<file path="src/rtl/pipe_arb_pkg.sv">
// ============================================================================
// pipe_arb_pkg : shared types, default constants and helpers for pipe_arbiter
// Revision     : 1.0
// ============================================================================
`default_nettype none

package pipe_arb_pkg;

    typedef enum logic [1:0] {
        IDLE  = 2'd0,
        RUN   = 2'd1,
        DRAIN = 2'd2
    } pipe_arb_state_t;

    localparam int PIPE_ARB_NUM_REQ = 4;
    localparam int PIPE_ARB_DP_LAT  = 2;

    function automatic int pipe_arb_idw(input int n);
        return (n > 1) ? $clog2(n) : 1;
    endfunction

endpackage

`default_nettype wire

</file>
<file path="src/rtl/rr_arbiter.sv">
// ============================================================================
// rr_arbiter : combinational round-robin pick of the first request at or
//              after rr_ptr, wrapping at NUM_REQ
// Revision   : 1.0
// ============================================================================
`default_nettype none

module rr_arbiter
    import pipe_arb_pkg::*;
#(
    parameter  int NUM_REQ = PIPE_ARB_NUM_REQ,
    localparam int IDW     = pipe_arb_idw(NUM_REQ)
) (
    input  logic [NUM_REQ-1:0] req,
    input  logic [IDW-1:0]     rr_ptr,
    input  logic               en,
    output logic [NUM_REQ-1:0] grant,
    output logic [IDW-1:0]     grant_id
);

    localparam logic [IDW:0] N_WIDE = (IDW+1)'(NUM_REQ);

    logic [IDW:0]   sum;
    logic [IDW-1:0] idx;
    logic           found;

    always_comb begin
        grant    = '0;
        grant_id = '0;
        found    = 1'b0;
        sum      = '0;
        idx      = '0;
        for (int k = 0; k < NUM_REQ; k++) begin
            sum = {1'b0, rr_ptr} + (IDW+1)'(k);
            if (sum >= N_WIDE) begin
                sum = sum - N_WIDE;
            end
            idx = sum[IDW-1:0];
            if (en && !found && req[idx]) begin
                found      = 1'b1;
                grant[idx] = 1'b1;
                grant_id   = idx;
            end
        end
    end

endmodule

`default_nettype wire

</file>
<file path="src/rtl/pipe_arbiter.sv">
// ============================================================================
// pipe_arbiter : round-robin issue into a fixed-latency datapath with a tag
//                pipeline and credit-protected response FIFO.
//                Optional statistics counters: define PIPE_ARB_STATS_EN.
// Revision     : 1.0
// ============================================================================
`default_nettype none

module pipe_arbiter
    import pipe_arb_pkg::*;
#(
    parameter  int NUM_REQ   = PIPE_ARB_NUM_REQ,
    parameter  int W_IN      = 10,
    parameter  int W_OUT     = 20,
    parameter  int DP_LAT    = PIPE_ARB_DP_LAT,
    parameter  int RSP_DEPTH = 4,
    localparam int IDW       = pipe_arb_idw(NUM_REQ)
) (
    input  logic                    clk,
    input  logic                    reset,
    input  logic                    en,
    input  logic [NUM_REQ-1:0]      req_valid,
    input  logic [NUM_REQ*W_IN-1:0] req_data,
    output logic [NUM_REQ-1:0]      req_ready,
    output logic [W_IN-1:0]         dp_in,
    input  logic [W_OUT-1:0]        dp_out,
    output logic                    rsp_valid,
    input  logic                    rsp_ready,
    output logic [IDW-1:0]          rsp_id,
    output logic [W_OUT-1:0]        rsp_data,
    output logic                    busy,
    output logic                    idle
`ifdef PIPE_ARB_STATS_EN
    ,
    output logic [31:0]             issue_count,
    output logic [31:0]             stall_count
`endif
);

    localparam int AW = $clog2(RSP_DEPTH);
    localparam int CW = AW + 1;
    localparam logic [CW-1:0] CRED_MAX = CW'(RSP_DEPTH);

    pipe_arb_state_t state, state_nxt;
    logic            run_active;

    logic [CW-1:0]      credits;
    logic [IDW-1:0]     rr_ptr;
    logic [NUM_REQ-1:0] grant;
    logic [IDW-1:0]     grant_id;
    logic               arb_en;
    logic               issue;
    logic               push;
    logic               pop;

    logic               tag_valid [DP_LAT];
    logic [IDW-1:0]     tag_id    [DP_LAT];

    logic [IDW+W_OUT-1:0] fifo_mem [RSP_DEPTH];
    logic [AW:0]          wr_ptr;
    logic [AW:0]          rd_ptr;
    logic [IDW+W_OUT-1:0] head;

    // ---------------- FSM ----------------
    always_ff @(posedge clk) begin
        if (!reset) begin
            state <= IDLE;
        end else begin
            state <= state_nxt;
        end
    end

    always_comb begin
        state_nxt = state;
        case (state)
            IDLE:    if (en) state_nxt = RUN;
            RUN:     if (!en) state_nxt = busy ? DRAIN : IDLE;
            DRAIN:   if (credits == CRED_MAX) state_nxt = IDLE;
            default: state_nxt = IDLE;
        endcase
    end

    always_comb begin
        idle       = (state == IDLE);
        run_active = (state == RUN);
    end

    // ---------------- Issue ----------------
    assign arb_en = run_active && en && (credits != '0);

    rr_arbiter #(
        .NUM_REQ (NUM_REQ)
    ) u_rr_arbiter (
        .req      (req_valid),
        .rr_ptr   (rr_ptr),
        .en       (arb_en),
        .grant    (grant),
        .grant_id (grant_id)
    );

    assign issue     = |grant;
    assign req_ready = grant;
    assign dp_in     = issue ? req_data[int'(grant_id)*W_IN +: W_IN] : '0;

    always_ff @(posedge clk) begin
        if (!reset) begin
            rr_ptr <= '0;
        end else if (issue) begin
            rr_ptr <= (grant_id == IDW'(NUM_REQ-1)) ? '0 : grant_id + IDW'(1);
        end
    end

    // Tags shift every cycle so the last stage lines up with dp_out.
    always_ff @(posedge clk) begin
        if (!reset) begin
            for (int i = 0; i < DP_LAT; i++) begin
                tag_valid[i] <= 1'b0;
                tag_id[i]    <= '0;
            end
        end else begin
            tag_valid[0] <= issue;
            tag_id[0]    <= grant_id;
            for (int i = 1; i < DP_LAT; i++) begin
                tag_valid[i] <= tag_valid[i-1];
                tag_id[i]    <= tag_id[i-1];
            end
        end
    end

    assign push = tag_valid[DP_LAT-1];

    // ---------------- Credits ----------------
    always_ff @(posedge clk) begin
        if (!reset) begin
            credits <= CRED_MAX;
        end else if (issue && !pop) begin
            credits <= credits - CW'(1);
        end else if (!issue && pop) begin
            credits <= credits + CW'(1);
        end
    end

    assign busy = (credits != CRED_MAX);

    // ---------------- Response FIFO ----------------
    // Credits bound occupancy, so a push never meets a full FIFO.
    always_ff @(posedge clk) begin
        if (push) begin
            fifo_mem[wr_ptr[AW-1:0]] <= {tag_id[DP_LAT-1], dp_out};
        end
    end

    always_ff @(posedge clk) begin
        if (!reset) begin
            wr_ptr <= '0;
            rd_ptr <= '0;
        end else begin
            if (push) wr_ptr <= wr_ptr + (AW+1)'(1);
            if (pop)  rd_ptr <= rd_ptr + (AW+1)'(1);
        end
    end

    assign head      = fifo_mem[rd_ptr[AW-1:0]];
    assign rsp_valid = (wr_ptr != rd_ptr);
    assign pop       = rsp_valid && rsp_ready;
    assign rsp_id    = rsp_valid ? head[IDW+W_OUT-1:W_OUT] : '0;
    assign rsp_data  = rsp_valid ? head[W_OUT-1:0] : '0;

`ifdef PIPE_ARB_STATS_EN
    logic stall;
    assign stall = run_active && (|req_valid) && (credits == '0);

    always_ff @(posedge clk) begin
        if (!reset) begin
            issue_count <= '0;
            stall_count <= '0;
        end else begin
            if (issue && (issue_count != '1)) issue_count <= issue_count + 32'd1;
            if (stall && (stall_count != '1)) stall_count <= stall_count + 32'd1;
        end
    end
`endif

endmodule

`default_nettype wire

</file>
<file path="config.mk">
export PLATFORM = sky130hd
export DESIGN_NAME = pipe_arbiter
export DESIGN_NICKNAME = d
export VERILOG_FILES = /design/src/rtl/pipe_arb_pkg.sv /design/src/rtl/rr_arbiter.sv /design/src/rtl/pipe_arbiter.sv
export SDC_FILE = /design/constraint.sdc
export NUM_CORES = 1
export LEC_CHECK = 0
export CORE_ASPECT_RATIO = 0.9
export CORE_MARGIN = 3
export CORE_UTILIZATION = 45
export DETAILED_ROUTE_END_ITERATION = 6
export PLACE_DENSITY_LB_ADDON = 0.08
export SLEW_MARGIN = 30
export SYNTH_ARGS = -nofsm -noshare
export SYNTH_HDL_FRONTEND = slang
export SYNTH_HIERARCHICAL = 1
export SYNTH_SLANG_ARGS = --single-unit
</file>
<file path="constraint.sdc">
create_clock -name clk -period 8.36 [get_ports clk]
set_input_delay 0.836 -clock clk [delete_from_list [all_inputs] [get_ports clk]]
set_output_delay 0.836 -clock clk [all_outputs]
set_load 0.005 [all_outputs]
</file>
Word-level counts from Yosys, hierarchy flattened
Memory sizes are Yosys's and may differ from the RTL's. A register that Yosys moved wholly into a read port is not among the register bits.
Index checks and enable logic that the tools add are counted.
{"block": "totals", "reg_bits": 13, "mem_bits_rw": 94, "inputBits": 68, "out_inout_bits": 39, "elab_cells": 128, "memories": 3}
{"block": "op_classes", "n_addsub": 12, "n_mul": 1, "n_lt_le_gt_ge": 12, "n_eq_ne": 9, "shift": 1, "mux": 52, "n_bitwise": 7, "n_reduce_logical": 26}
{"name": "fifo_mem", "depth": 4, "width": 22, "rd": 1, "rd_ports_with_merged_regs": 1, "wr": 1, "line": "pipe_arbiter.sv:59", "source": "logic [IDW+W_OUT-1:0] fifo_mem [RSP_DEPTH];"}
{"name": "tag_id", "depth": 2, "width": 2, "rd": 2, "rd_ports_with_merged_regs": 0, "wr": 2, "line": "pipe_arbiter.sv:57", "source": "logic [IDW-1:0] tag_id [DP_LAT];"}
{"name": "tag_valid", "depth": 2, "width": 1, "rd": 2, "rd_ports_with_merged_regs": 0, "wr": 2, "line": "pipe_arbiter.sv:56", "source": "logic tag_valid [DP_LAT];"}
{"operator": "$shiftx A40 B7 Y10", "n": 1}
{"operator": "$mux W2", "n": 18}
{"operator": "$mux W20", "n": 1}
{"operator": "$mux W1", "n": 17}
{"operator": "$logic_and A1 B1 Y1", "n": 16}
{"operator": "$mux W4", "n": 4}
{"operator": "$lt A2 B3 Y1 const B", "n": 4}
{"operator": "$or A4 B4 Y4", "n": 3}
{"operator": "$mux W10", "n": 1}
{"operator": "$add A3 B1 Y3 const B", "n": 3}
{"operator": "$ge A3 B3 Y1 const B", "n": 3}
{"operator": "$bmux W1 S2", "n": 4}
{"operator": "$demux W1 S2", "n": 4}
{"operator": "$ge A2 B1 Y1 const B", "n": 4}
{"operator": "$sub A2 B1 Y2 const B", "n": 4}
{"operator": "$add A2 B2 Y3 const B", "n": 2}
{"operator": "$mux W3", "n": 2}
{"operator": "$ne A2 B2 Y1 const B", "n": 3}
{"operator": "$pmux W2 S3", "n": 1}
{"operator": "$logic_not A1 Y1", "n": 5}
{"operator": "$mul A2 B3 Y5 const B", "n": 1}
{"operator": "$eq A2 B2 Y1 const B", "n": 2}
{"operator": "$or A1 B1 Y1", "n": 4}
{"operator": "$reduce_or A4 Y1", "n": 1}
{"operator": "other kinds (12)", "n": 12}

Depth between registers and ports, before layout
Gate-level depths: netlist of the first run.
{"block": "depth", "ltp_word": 23, "ltp_mapped": 18, "depth_no_buf": 15}

Modules after synthesis
Netlist of the first run, hierarchy kept.
{"mod": "pipe_arbiter", "n_inst": 1, "cells_each": 265, "area_per_inst_um2": 4699.5, "seq_area_each_um2": 3062.9}
{"mod": "rr_arbiter", "n_inst": 1, "cells_each": 63, "area_per_inst_um2": 531.8, "seq_area_each_um2": 0.0}

Least setup slack after synthesis of the first run
No wires, ideal clock.
{"block": "synth_timing", "path_kind": "reg2out", "start": "register rr_ptr[0]", "end": "output port dp_in[1]", "arrival_ps": 3243, "required_time_ps": 7524, "setup_slack_ps": 4281, "path_stages_with_launch": 12, "n_path_buf": 3, "cell_sequence": "dfxtp_1 buf_6 clkinv_1 ha_1 buf_2 mux4_2 nor2b_1 o21ai_0 a21boi_0 buf_4 mux4_2 nor2b_1"}
{"block": "synth_via", "elab_chain_len": 21, "word_cells_on_any_way": 71}
{"item": "start: declaration", "line": "pipe_arbiter.sv:48", "source": "logic [IDW-1:0] rr_ptr;"}
{"item": "start signal: assignment", "line": "pipe_arbiter.sv:109", "source": "rr_ptr <= (grant_id == IDW'(NUM_REQ-1)) ? '0 : grant_id + IDW'(1);"}
{"item": "$ge A2 B3 Y1 / $sub A2 B1 Y2 (equally long branches)", "line": "rr_arbiter.sv:35, rr_arbiter.sv:36"}
{"item": "$mux W2", "line": "rr_arbiter.sv:35", "source": "if (sum >= N_WIDE) begin"}
{"item": "$bmux W1 S2", "line": "rr_arbiter.sv:39", "source": "if (en && !found && req[idx]) begin"}
{"item": "$mux W1 (not written as such)", "line": "rr_arbiter.sv:39"}
{"item": "$logic_and A1 B1 Y1", "line": "rr_arbiter.sv:39"}
{"item": "$mux W1", "line": "rr_arbiter.sv:39"}
{"item": "$logic_not A1 Y1", "line": "rr_arbiter.sv:39"}
{"item": "$logic_and A1 B1 Y1 (2 in series)", "line": "rr_arbiter.sv:39"}
{"item": "[... 4 more ...]"}
{"item": "$mux W1", "line": "rr_arbiter.sv:39"}
{"item": "$logic_not A1 Y1", "line": "rr_arbiter.sv:39"}
{"item": "$logic_and A1 B1 Y1 (2 in series)", "line": "rr_arbiter.sv:39"}
{"item": "$mux W2 *", "line": "rr_arbiter.sv:39"}
{"item": "net grant_id[0]", "line": "pipe_arbiter.sv:50", "source": "logic [IDW-1:0] grant_id;"}
{"item": "$mul A2 B3 Y5 *", "line": "pipe_arbiter.sv:103", "source": "assign dp_in = issue ? req_data[int'(grant_id)*W_IN +: W_IN] : '0;"}
{"item": "$shiftx A40 B7 Y10 *", "line": "pipe_arbiter.sv:103"}
{"item": "$mux W10 *", "line": "pipe_arbiter.sv:103"}
{"item": "end: declaration", "line": "pipe_arbiter.sv:25", "source": "output logic [W_IN-1:0] dp_in,"}
Mark *: on every way through the listed nets, which the timed path passes. The rest lies on a longest branch. The select of a mux whose other input is x is not followed.

Worst setup path in the final report of the first run
{"block": "layout_timing", "start": "register rr_ptr[0]", "end": "output port dp_in[6]"}
Same word-level chain as after synthesis.

==> summary.txt, run 1 <==
Routing
  • Via count: 3162
  • Pre-Repair DR Iteration Count: 4
  • Drt total wl: 10400 µm
  • DRC: 0
  • Detail-routed via count per cell: 5.332
  • DRT antenna net count: 0
  • Number of DRC markers in iteration 0: 286
  • Avg WL per Cell: 17.53 µm

Global route
  • Pin count of the biggest net entering global routing: 25
  • Vias in the first global route: 3334
  • GR peak layer: met2
  • Grt ovf: 0
  • Met2 usage: 28.55%
  • Total Routing Usage GR: 16.91%
  • Met1 Track Usage GR: 22.23%
  • Initial antenna violation count: 0
  • First-pass GRT wire length: 17140 µm
  • Met3 Usage GRT: 5.126%

Synthesis
  • Synth area leaders: edfxtp_1 51%, mux4_2 12%, dfxtp_1 8.0%
  • Synth Cell Area: 5231 µm²
  • Number of synthesis warnings: 6
  • Cells after Synth: 328
  • Register area share after synthesis: 58.55%
  • Main flop type after synthesis: edfxtp_1
  • EDFF count, synth: 88
  • Number of library cell types mapped by synthesis: 52
  • FFs w/ async S/R, synth: 0%
  • Post-synthesis net count: 412
  • Synth top area share: 50.51%
  • Avg Cell Area, Syn: 15.95 µm²
  • #FFs+latches synth: 109
  • Area leader, netlist: edfxtp_1

STA
  • RSZ-0062 raised after global routing: no
  • Crit path time final: 5.427 ns
  • Clk_skew: 0.01092 ns
  • Pins Over Slew Limit: 0
  • Final Hold Viols: 0
  • Fraction of the cycle the final worst path needs: 64.92%
  • Slew HR: 44.54%
  • Setup tns final: 0 ns
  • F_max: 184.3 MHz
  • Worst Tran Pin Value: 0.8258 ns
  • Final setup margin: 2.933 ns
  • Setup violations, final: 0
  • Final hold slack: 0.4266 ns

Floorplanning
  • Initial Util: 47.21%
  • Core region area: 11080 µm²
  • Total die area: 12960 µm²
  • # rows: 36
  • I/O pin count: 107
  • Die X: 119.7 µm
  • Die Y: 108.3 µm

Worst setup path
  • Crit path launch type: flop
  • CP Capture Type: output pin
  • Crit-path max FO: 15
  • Crit path required time: 7.52 ns
  • Reg2reg path depth: 15
  • CP arrival: 4.59 ns
  • R2r endpoint: credits[2]
  • Kind of critical path: flop to output pin
  • Reg-to-reg setup timing slack: 3.65 ns
  • R2R Path Start: rr_ptr[0]

CTS
  • Postcts setup bufs: 0
  • Worst-Skew Late Latency: 0.34 ns
  • Clk buf depth: 2
  • Num CTS Buffers: 9
  • CTS H-tree lvls: 3
  • Clock sink count: 109
  • CTS tree: built
  • Root Driver: clkbuf_16
  • CTS clock-pin slew for the worst setup and hold paths: 0.07 ns
  • Cts hold-fix bufs: 0
  • PostCTS Resize Cnt: 0

Place
  • Pre-CTS WS: 2.980 ns
  • Port bufs: 106
  • GPL Wtd Cong: 0.8690
  • Placed cells: 577
  • Post-DP HPWL: 7176 µm

Status
  • Outcome: complete, no violations

Pwr
  • Peak supply drop: 122.8 µV
  • Pwr Density: 194.2 nW/µm²
  • Pleak: 2.247 nW

Finish
  • ANT cells: 0
  • Filler cells: 893
  • Non-filler cells in the finished layout: 593
  • Final net count: 520
  • Layout cells sized above 1: 18.82%
  • Layout Area Growth over Synthesis: 28.51%
  • Core Util, Final: 60.67%

Job
  • Maxcap violations: 0

Worst hold path
  • Hold EP: tag_id[0][2]
  • Hold_sp: tag_id[0][0]
  • WHS Path Cells: 1
  • Hold/Removal Path Class: flop to flop
[cell families after synthesis]
logic type               Yosys count  synth area share [%]
XOR/XNOR                           7                 1.316
adder cells (fa/ha/maj)           16                 3.970
AND/OR/NAND/NOR                   96                 11.82
AO/OA/AOI/OAI                     32                 4.593
flip-flops                       109                 58.55
multiplexers                      43                 16.93
buffers and inverters             25                 2.822
[metal layers]
layer	wire length, µm	vias up	share of wire, %
li1	-	1494	-
met1	4560	1571	44
met2	5254	95	51
met3	559	2	5.4
met4	23	0	0.22
met5	0	-	0
[synth_stat cells (8+ instances only)]
cell	n
nor2b_1	13
mux4_2	28
ha_1	15
and2_1	11
nor2_1	13
nand3_1	8
edfxtp_1	88
nand2_1	11
inv_1	10
o21ai_0	8
dfxtp_1	21
and2_4	19
[cell usage in the layout (no fill, tap or decap), types with 3 or more instances in the layout]
| cell type | netlist | final |
|---|---|---|
| clkdlybuf4s50_1 | 0 | 106 |
| edfxtp_1 | 88 | 88 |
| mux4_2 | 28 | 28 |
| and2_4 | 19 | 19 |
| dfxtp_1 | 21 | 19 |
| ha_1 | 15 | 15 |
| nor2_1 | 13 | 13 |
| nor2b_1 | 13 | 13 |
| and2_1 | 11 | 11 |
| nand2_1 | 11 | 11 |
| inv_1 | 10 | 10 |
| clkbuf_16 | 0 | 9 |
| nand3_1 | 8 | 8 |
| o21ai_0 | 8 | 8 |
| mux4_1 | 6 | 6 |
| mux2i_1 | 6 | 6 |
| o211ai_1 | 6 | 6 |
| xor2_1 | 4 | 4 |
| buf_4 | 1 | 4 |
| a21boi_1 | 4 | 4 |
| a221o_1 | 4 | 4 |
| or3_1 | 3 | 3 |
| nand4_1 | 3 | 3 |
| clkinv_4 | 0 | 3 |
[worst max-delay path, stage by stage (launching register included)]
cell and delay (ns):
dfxtp_1 0.70, clkinv_1 0.47, ha_1 0.56, mux4_2 0.44, nor2b_1 0.17, o21ai_0 0.17
a21boi_4 0.55, mux4_2 0.56, nor2b_1 0.15, clkdlybuf4s50_1 0.49
[sequential cells by signal (all words and copies together), names as in the netlist, named ones only]
name,flops
credits,3
fifo_mem,88
rd_ptr,3
rr_ptr,2
state,2
tag_id,4
tag_valid,2
wr_ptr,3
[metrics by stage]
stage,area [µm²],total power [mW]
finish,6723,1.305
global placement,6415,0.9191
detailed placement,6429,0.9230
floorplan,5231,0.8003
CTS,6715,1.320
global route,6723,1.370
[how the worst max path moves through the flow]
stage                           to  slack, ns      start  cells past startpoint
after global placement    dp_in[8]       3.05         en                      9
final                     dp_in[6]       2.93  rr_ptr[0]                      9
after detailed placement  dp_in[8]       2.98  rr_ptr[0]                      9
after floorplan           dp_in[1]       4.28  rr_ptr[0]                     11
after global routing      dp_in[1]       2.59  rr_ptr[0]                      9
after CTS                 dp_in[8]       2.61  rr_ptr[0]                      9
[power breakdown]
group	internal (mW)	switching, mW	leakage (nW)	total (mW)
clock network	0.214	0.184	0.141	0.398
logic	0.180	0.101	1.14	0.282
registers	0.596	0.0299	0.965	0.626
[final cells by class]
class | instances | area, µm² | share of cell area, %
sequential | 109 | 3065 | 45.60
multi-input combinational | 194 | 2044 | 30.41
timing repair buffer | 110 | 1091 | 16.23
clock buffer | 11 | 242.7 | 3.611
tap | 152 | 190.2 | 2.829
inverter | 12 | 45.04 | 0.6700
clock inverter | 5 | 43.79 | 0.6514
Power figures use the tool's default switching activity.
==> run 2, diff against run 1 <==
Clock period 8.36 ns to 4.9 ns, I/O delays scaled along.
==> run 2 against run 1 <==
  * Via count up 0.66%
  * Sequential power up 69%
  * Clock power up 100%
  * Largest power group unchanged
  * Highest routed layer unchanged
==> summary.txt, run 2 (synthesized netlist as in run 1, its figures left out) <==
Status
  • Outcome: complete, no violations

STA
  • Clk_skew: 0.006729 ns
  • Final hold slack: 0.4280 ns
  • Slew HR: 48.39%
  • Final Hold Viols: 0
  • Fraction of the cycle the final worst path needs: 82.80%
  • Setup violations, final: 0
  • Worst Tran Pin Value: 0.7741 ns
  • Pins Over Slew Limit: 0
  • F_max: 246.5 MHz
  • Crit path time final: 4.057 ns
  • RSZ-0062 raised after global routing: no
  • Setup tns final: 0 ns

CTS
  • Clock sink count: 109
  • Root Driver: clkbuf_16
  • CTS H-tree lvls: 3
  • CTS clock-pin slew for the worst setup and hold paths: 0.06 ns
  • PostCTS Resize Cnt: 0
  • Cts hold-fix bufs: 0
  • CTS tree: built
  • Num CTS Buffers: 9
  • Worst-Skew Late Latency: 0.33 ns
  • Clk buf depth: 2
  • Postcts setup bufs: 0

Floorplanning
  • Initial Util: 47.21%
  • Core region area: 11080 µm²
  • # rows: 36
  • Die X: 119.7 µm
  • Die Y: 108.3 µm
  • Total die area: 12960 µm²
  • I/O pin count: 107

Finish
  • Cell area after layout: 6808 µm²
  • Layout Area Growth over Synthesis: 30.14%
  • Final net count: 527
  • Most frequent cells in the layout: 106 x clkdlybuf4s50_1, 88 x edfxtp_1, 28 x mux4_2
  • Most common cell after layout, fill and taps aside: clkdlybuf4s50_1
  • Layout cells sized above 1: 19.42%
  • Number of flip-flops in the largest register: 88
  • ANT cells: 0
  • Non-filler cells in the finished layout: 600
  • Core Util, Final: 61.44%

Worst setup path
  • Crit path launch type: flop
  • CP max stage delay: 0.66 ns
  • Kind of critical path: flop to output pin
  • Crit path top cell by count: nor2b_1
  • Crit path required time: 4.41 ns
  • Buf/Inv on CP: 2
  • CP Capture Type: output pin
  • CP max stage cell: nor4_4
  • CP arrival: 3.57 ns
  • Top cell family by delay on the critical path: simple AND/OR/NAND/NOR gates
  • Crit-path max FO: 12
  • CP Cell Sequence: inv_1 > ha_1 > nor2b_1 > o211ai_1 > o22ai_1 > and3b_2 > a221o_1 > nor4_4 > nor2b_1 > clkdlybuf4s50_1

Job
  • Maxcap violations: 0

Routing
  • Via count: 3183
  • Pre-Repair DR Iteration Count: 4
  • Detail-routed via count per cell: 5.305
  • DRT antenna net count: 0
  • Avg WL per Cell: 17.08 µm
  • DRC: 0
  • Number of DRC markers in iteration 0: 245
  • Drt total wl: 10250 µm

Pwr
  • Pleak: 2.319 nW
  • Pwr Density: 343.6 nW/µm²
  • Switch Pwr: 0.5179 mW
  • Peak supply drop: 185.0 µV
  • Clock network power share: 34.1%
  • P_int: 1.821 mW
  • Seq pwr share: 45.4%
  • Sw Ratio: 22.14%
  • Logic pwr share: 20.5%

Place
  • Dpl cell area: 6469 µm²
  • Placed cells: 584
  • GPL Wtd Cong: 0.8658
  • Port bufs: 106
  • Post-DP HPWL: 7263 µm

Global route
  • Vias in the first global route: 3389
  • Pin count of the biggest net entering global routing: 25
  • Initial antenna violation count: 0
  • First-pass GRT wire length: 16880 µm
  • Grt ovf: 0
  • Total Routing Usage GR: 16.71%

Worst hold path
  • Hold/Removal Path Class: flop to flop
-- run 2: changes by cell type in the layout (fill, tap and decap cells not counted), sizes merged --
cell      delta
buf          +7
clkbuf       -2
inv          -2
clkinvlp     +1
bufinv       +3
-- run 2: cell type report --
type	count	area, µm²
Multi-Input combinational cell	194	2024
Sequential cell	109	3065
Inverter	12	45.04
Clock inverter	7	113.9
Timing Repair Buffer	117	1144
Clock buffer	9	225.2
Fill cell	883	4273
Tap cell	152	190.2
-- run 2: power by group through the flow --
stage	Clock (mW)	Sequential [mW]	Combinational (mW)
2_1_floorplan	0	1.05	0.313
3_3_place_gp	0	1.09	0.480
3_5_place_dp	0	1.09	0.486
4_1_cts	0.815	1.07	0.489
5_1_grt	0.853	1.07	0.520
6_report	0.797	1.06	0.479
-- run 2: metal layers --
metal | part of all wire (%) | wire length [µm] | up-vias | global-route usage [%]
met5 | 0 | 0 | - | 0
met4 | 1.1 | 111 | 0 | 4.088
met3 | 5.5 | 566 | 13 | 4.603
met2 | 50 | 5146 | 89 | 29.31
li1 | - | - | 1506 | -
met1 | 43 | 4420 | 1575 | 20.77
-- run 2: metrics by stage --
stage	total power [mW]	setup WS, ns
2_1_floorplan	1.365	0.9989
3_3_place_gp	1.566	0.9541
3_5_place_dp	1.573	0.9108
4_1_cts	2.369	0.8033
5_1_grt	2.444	0.5974
6_report	2.339	0.8427
-- run 2: final timing paths --
check                    start           end  slack, ns  cells after the start
setup / recovery     rr_ptr[1]      dp_in[8]       0.84                     10
hold / removal    tag_id[0][0]  tag_id[0][2]       0.43                      1
setup reg to reg     rr_ptr[1]    credits[2]       1.12                     15
hold reg to reg   tag_id[0][0]  tag_id[0][2]       0.43                      1
